`config.mk`:
```
export PLATFORM = sky130hd
export DESIGN_NAME = instruction_arbiter
export DESIGN_NICKNAME = d
export VERILOG_FILES = /design/src/rtl/instruction_arbiter.sv
export SDC_FILE = /design/constraint.sdc
export NUM_CORES = 1
export LEC_CHECK = 0
export CAP_MARGIN = 20
export CORE_ASPECT_RATIO = 0.9
export CORE_MARGIN = 4
export CORE_UTILIZATION = 33
export DETAILED_ROUTE_END_ITERATION = 12
export GPL_TIMING_DRIVEN = 0
export PLACE_DENSITY = 0.78
export SETUP_SLACK_MARGIN = 0.02
export SYNTH_ARGS = -nofsm -noshare
export SYNTH_HDL_FRONTEND = slang
export SYNTH_SLANG_ARGS = --single-unit
```
`constraint.sdc`:
```
create_clock -name CLK -period 1.9 [get_ports CLK]
set_input_delay 0.285 -clock CLK [delete_from_list [all_inputs] [get_ports CLK]]
set_output_delay 0.285 -clock CLK [all_outputs]
set_load 0.02 [all_outputs]
```
`src/rtl/instruction_arbiter.sv`:
```
// -----------------------------------------------------------------------------
// instruction_arbiter
//   Shares one DATA_W-bit SPI instruction sender between N_REQ instruction
//   sources. Pending requests are granted round-robin, pushed to the sender
//   over its WR/DATA/BUSY interface, and the source is told the outcome with a
//   one-cycle ACK (sender took the word) or ERR (sender never raised BUSY
//   within TIMEOUT cycles of WR).
//
// Ports
//   CLK       in   system clock, rising edge
//   RESET_N   in   asynchronous active-low reset
//   REQ       in   per-requester request level, held until ACK/ERR
//   REQ_DATA  in   per-requester instruction, requester i at [i*DATA_W +: DATA_W]
//   ACK       out  one-cycle pulse, word from requester i accepted
//   ERR       out  one-cycle pulse, word from requester i dropped on timeout
//   CUR_ID    out  requester being served, valid while ACTIVE
//   ACTIVE    out  high while issuing or waiting for the sender to go ready
//   WR        out  write strobe to the sender
//   DATA      out  instruction to the sender, holds the last word while idle
//   BUSY      in   sender busy, low when a word can be accepted
// -----------------------------------------------------------------------------
module instruction_arbiter #(
   parameter int unsigned N_REQ   = 4,
   parameter int unsigned DATA_W  = 64,
   parameter int unsigned TIMEOUT = 255
) (
   input  logic                      CLK,
   input  logic                      RESET_N,
   input  logic [N_REQ-1:0]          REQ,
   input  logic [N_REQ*DATA_W-1:0]   REQ_DATA,
   output logic [N_REQ-1:0]          ACK,
   output logic [N_REQ-1:0]          ERR,
   output logic [2:0]                CUR_ID,
   output logic                      ACTIVE,
   output logic                      WR,
   output logic [DATA_W-1:0]         DATA,
   input  logic                      BUSY
);

   localparam int unsigned      CNT_W    = (TIMEOUT > 1) ? $clog2(TIMEOUT) : 1;
   localparam logic [CNT_W-1:0] CNT_LAST = CNT_W'(TIMEOUT - 1);
   localparam logic [2:0]       LAST_ID  = 3'(N_REQ - 1);

   typedef enum logic [1:0] {
      ST_IDLE,
      ST_ISSUE,
      ST_WAIT_RDY
   } state_t;

   state_t              state_q, state_d;
   logic [2:0]          ptr_q, ptr_d;
   logic [2:0]          cur_q, cur_d;
   logic [CNT_W-1:0]    cnt_q, cnt_d;
   logic                wr_q, wr_d;
   logic                active_q, active_d;
   logic [DATA_W-1:0]   data_q, data_d;
   logic [N_REQ-1:0]    ack_q, ack_d;
   logic [N_REQ-1:0]    err_q, err_d;

   logic                grant_vld;
   logic [2:0]          grant_id;
   logic [DATA_W-1:0]   grant_data;
   logic [N_REQ-1:0]    cur_onehot;
   logic [2:0]          next_ptr;

   // Round-robin search: first set REQ bit at or above ptr_q, wrapping.
   always_comb begin : rr_search
      logic [N_REQ-1:0] req_rot;
      int unsigned      idx;
      grant_vld = 1'b0;
      grant_id  = '0;
      req_rot   = '0;
      idx       = 0;
      for (int unsigned i = 0; i < N_REQ; i++) begin
         idx     = (32'(ptr_q) + i) % N_REQ;
         req_rot = REQ >> idx;
         if (!grant_vld && req_rot[0]) begin
            grant_vld = 1'b1;
            grant_id  = 3'(idx);
         end
      end
   end

   assign grant_data = DATA_W'(REQ_DATA >> (32'(grant_id) * DATA_W));
   assign cur_onehot = N_REQ'(1) << cur_q;
   assign next_ptr   = (cur_q == LAST_ID) ? '0 : cur_q + 3'd1;

   always_comb begin
      state_d  = state_q;
      ptr_d    = ptr_q;
      cur_d    = cur_q;
      cnt_d    = cnt_q;
      wr_d     = wr_q;
      active_d = active_q;
      data_d   = data_q;
      ack_d    = '0;
      err_d    = '0;
      case (state_q)
         ST_IDLE: begin
            if (!BUSY && grant_vld) begin
               cur_d    = grant_id;
               data_d   = grant_data;
               wr_d     = 1'b1;
               active_d = 1'b1;
               cnt_d    = '0;
               state_d  = ST_ISSUE;
            end
         end
         ST_ISSUE: begin
            if (BUSY) begin
               wr_d    = 1'b0;
               ack_d   = cur_onehot;
               ptr_d   = next_ptr;
               state_d = ST_WAIT_RDY;
            end else if (cnt_q == CNT_LAST) begin
               wr_d    = 1'b0;
               err_d   = cur_onehot;
               ptr_d   = next_ptr;
               state_d = ST_WAIT_RDY;
            end else begin
               cnt_d = cnt_q + 1'b1;
            end
         end
         ST_WAIT_RDY: begin
            // Leaving here goes to IDLE without a grant; REQ is looked at
            // again only on the following edge.
            if (!BUSY) begin
               active_d = 1'b0;
               state_d  = ST_IDLE;
            end
         end
         default: state_d = ST_IDLE;
      endcase
   end

   always_ff @(posedge CLK or negedge RESET_N) begin
      if (!RESET_N) begin
         state_q  <= ST_IDLE;
         ptr_q    <= '0;
         cur_q    <= '0;
         cnt_q    <= '0;
         wr_q     <= 1'b0;
         active_q <= 1'b0;
         data_q   <= '0;
         ack_q    <= '0;
         err_q    <= '0;
      end else begin
         state_q  <= state_d;
         ptr_q    <= ptr_d;
         cur_q    <= cur_d;
         cnt_q    <= cnt_d;
         wr_q     <= wr_d;
         active_q <= active_d;
         data_q   <= data_d;
         ack_q    <= ack_d;
         err_q    <= err_d;
      end
   end

   assign ACK    = ack_q;
   assign ERR    = err_q;
   assign CUR_ID = cur_q;
   assign ACTIVE = active_q;
   assign WR     = wr_q;
   assign DATA   = data_q;

endmodule
```
==> out/results.tsv <==
metric	value	unit
FMAX	0.508	GHz
final hold violations	0	
critical path required time	2.10	ns
commonest non-fill, non-tap cell in the layout	clkdlybuf4s50_1	
Top FF cell, synth	dfrtp_1	
largest net degree at the start of global routing	47	
Mapped Area	5190	µm²
critical path peak fanout	10	
Synth Instances	465	
1st-iter DRT viols	285	
WHS	0.486	ns
final slew viol count	0	
FF+latch count, synth	88	
Core Rows	43	
Slowest cell on crit path	dfrtp_2	
Nets	1111	
GP Congestion	0.890	
Rel. slew slack	59.9	%
gr ovfl total	0	
Synth Area in Adders	1.45	%
Routed WL per cell	22.5	µm
die area	17800	µm²
min Tclk post-route	1.97	ns
ratio of cells with drive above 1 in the final layout	19.2	%
vias per cell	5.25	
Seq/Total Area, Yosys	42.4	%
CTS root buf	clkbuf_16	
Tcrit/Tclk final	104	%
Area Overhead vs Synth	97.0	%
antenna violations before repair	0	
critical path's top delay family	multiplexers	
final routed DRC violation total	0	
antenna cell count	0	
RSZ-0062 raised after global routing	yes	
fillcell total	1161	
Buf/Inv on CP	3	
Post-synth EDFFs	0	
CTS tree	built	
clk slew on worst S/H paths	0.07	ns
clk_skew	0.00664	ns
Detail Placement HPWL	17.2	mm
worst min-delay path category	reg -> reg	
Post-Synth XOR/XNOR Area	0.675	%
outcome	finished, violations left	
peak per-stage delay on the critical path	0.45	ns
Yosys top cell by area	dfrtp_1	
setup ws final	-0.0673	ns
Die Ht	127	µm
worst skew pair latency	0.34	ns
critical path cell sequence	mux2_4 > o221ai_4 > buf_12 > buf_12 > buf_12 > mux2i_2 > o221ai_1	
max_cap viols	0	
GRT met3 Usage	6.47	%
Total Routed Length	23.6	mm
crit path DAT	2.17	ns
area share of and/or/nand/nor cells after synthesis	9.59	%
CTS Buf Count	9	
most frequent cells in the layout	clkdlybuf4s50_1, dfrtp_1, mux2i_1, nand2_1, o221ai_1	
cell repeated most along the worst path	buf_12	
global-route wire length before repair	32.6	mm
pwr/cell area	1310	nW/µm²
Worst Setup End Kind	flop	
total number of vias	5512	
slew at the pin with the worst max-slew slack	0.601	ns
peak supply drop	529	µV
Compound-Gate Fraction of Synth Area	15.0	%
GR Layer Usage met2	41.2	%
IO Port Bufs	338	
Synth cell types	40	
largest family of logic cells by synthesized area	multiplexers	
number of global-route vias before repair	5593	
Die X	140	µm
Antenna Nets Post-Route	0	
failing checks	setup timing	
Yosys warning count	0	
H-tree depth	3	
mux contribution to synthesized area	25.3	%
Detailed Routing Iterations Pass 1	6	
Setup crit start kind	flop	
top cells by area, synth	dfrtp_1, mux2i_1, o221ai_1	
ys async rst share	100	%
Synth Net Count	734	
post-synthesis area per instance	11.2	µm²
share of the synthesized area in the top cell type	42.4	%
CORE AREA	15400	µm²
LEAKAGE	4.32	nW
critical setup path kind	reg -> reg	
total track usage	24.0	%
M1 GR Usage	29.2	%
Design Power	13.3	mW
final setup vio count	59	
Initial Util	33.6	%
# IOs	340	
CTS max path bufs	2	
layer with the highest usage	met2	
CTS Sinks	88	
-- kinds of logic after synthesis --
family,Yosys count
xor gates and xnor gates,4
other,1
buffers and inverters,44
and+or+nand+nor,106
adders and majority gates,6
AOI/OAI and AO/OA,85
muxes,131
DFF,88
-- layer usage --
metal  part of all wire, %  vias up
met4                   2.7        0
met3                   7.9       36
met1                    39     2645
met5                     0        -
met2                    50      299
li1                      -     2532
-- metrics by stage --
step	setup WS (ns)	TNS, ns	instance area [µm²]	instances	util, %
CTS	-0.0913	-3.05	9670	1035	62.6
global route	-0.119	-4.96	10200	1049	66.2
global placement	-2.91	-301.88	8830	1005	57.2
detailed placement	-0.780	-48.76	8850	1006	57.3
floorplan	0.0896	0	5190	465	-
finish	-0.0673	-1.55	10200	1049	66.2
-- synthesized netlist by cell type (all sizes together), types with 2 or more instances --
master  count
mux2i     128
and3       10
nor4        2
a21o        2
mux2        3
nor2b       4
nand2      71
nor2        7
xor2        4
o221ai     65
or4         2
o21ai       5
dfrtp      88
ha          6
buf        25
clkbuf     13
o211ai      5
inv         6
nand3       4
-- final cells by class --
class	count	area, µm²	share of cell area, %
repair buffers	366	3770	36.9
multi-input cells	333	3200	31.3
flip-flops and latches	88	2210	21.6
plain buffers	38	492	4.81
clock buffers	12	256	2.51
well taps	202	253	2.47
clock inverters	4	28.8	0.282
inverters	6	22.5	0.220
-- tightest hold or removal path, cell delays in order, from the launching register on --
cell and delay (ns):
dfrtp_1 0.34, nand2_1 0.05, o221ai_1 0.06
-- final timing paths --
| path | start | endpoint | slack [ns] | depth (start not counted) |
|---|---|---|---|---|
| setup / recovery | ptr_q[1] | DATA[9] | -0.07 | 7 |
| hold / removal | DATA[42] | DATA[42] | 0.49 | 2 |
| setup reg to reg | ptr_q[1] | DATA[9] | -0.07 | 7 |
| hold reg to reg | DATA[42] | DATA[42] | 0.49 | 2 |
| max in group asynchronous | RESET_N | state_q[1] | 0.76 | 3 |
| min in group asynchronous | RESET_N | DATA[7] | 0.50 | 2 |
-- power breakdown --
group          switching (mW)  leakage [nW]  internal [mW]  total (mW)
sequential              0.522          1.11           2.65        3.18
clock                   0.775         0.135          0.960        1.74
combinational            4.00          3.08           4.43        8.43
total                    5.30          4.32           8.04        13.3
-- flip-flops by register name, indices dropped and copies added, names as in the netlist --
register / flops
DATA: 64
ERR: 4
WR: 1
ptr_q: 2
CUR_ID: 2
ACK: 4
ACTIVE: 1
state_q: 2
cnt_q: 8
-- timing repair --
action / 4_1_cts / 5_1_grt
endpoints found under the setup margin: 73 / 68
buffers inserted: 9 / 8
hold buffers: 1 / 0
resized for setup: 94 / 77
pin swaps: 8 / 20
endpoints found under the hold margin: 42 / 0
gates cloned: 3 / 6
No activity file was read; power rests on OpenSTA's default activity.
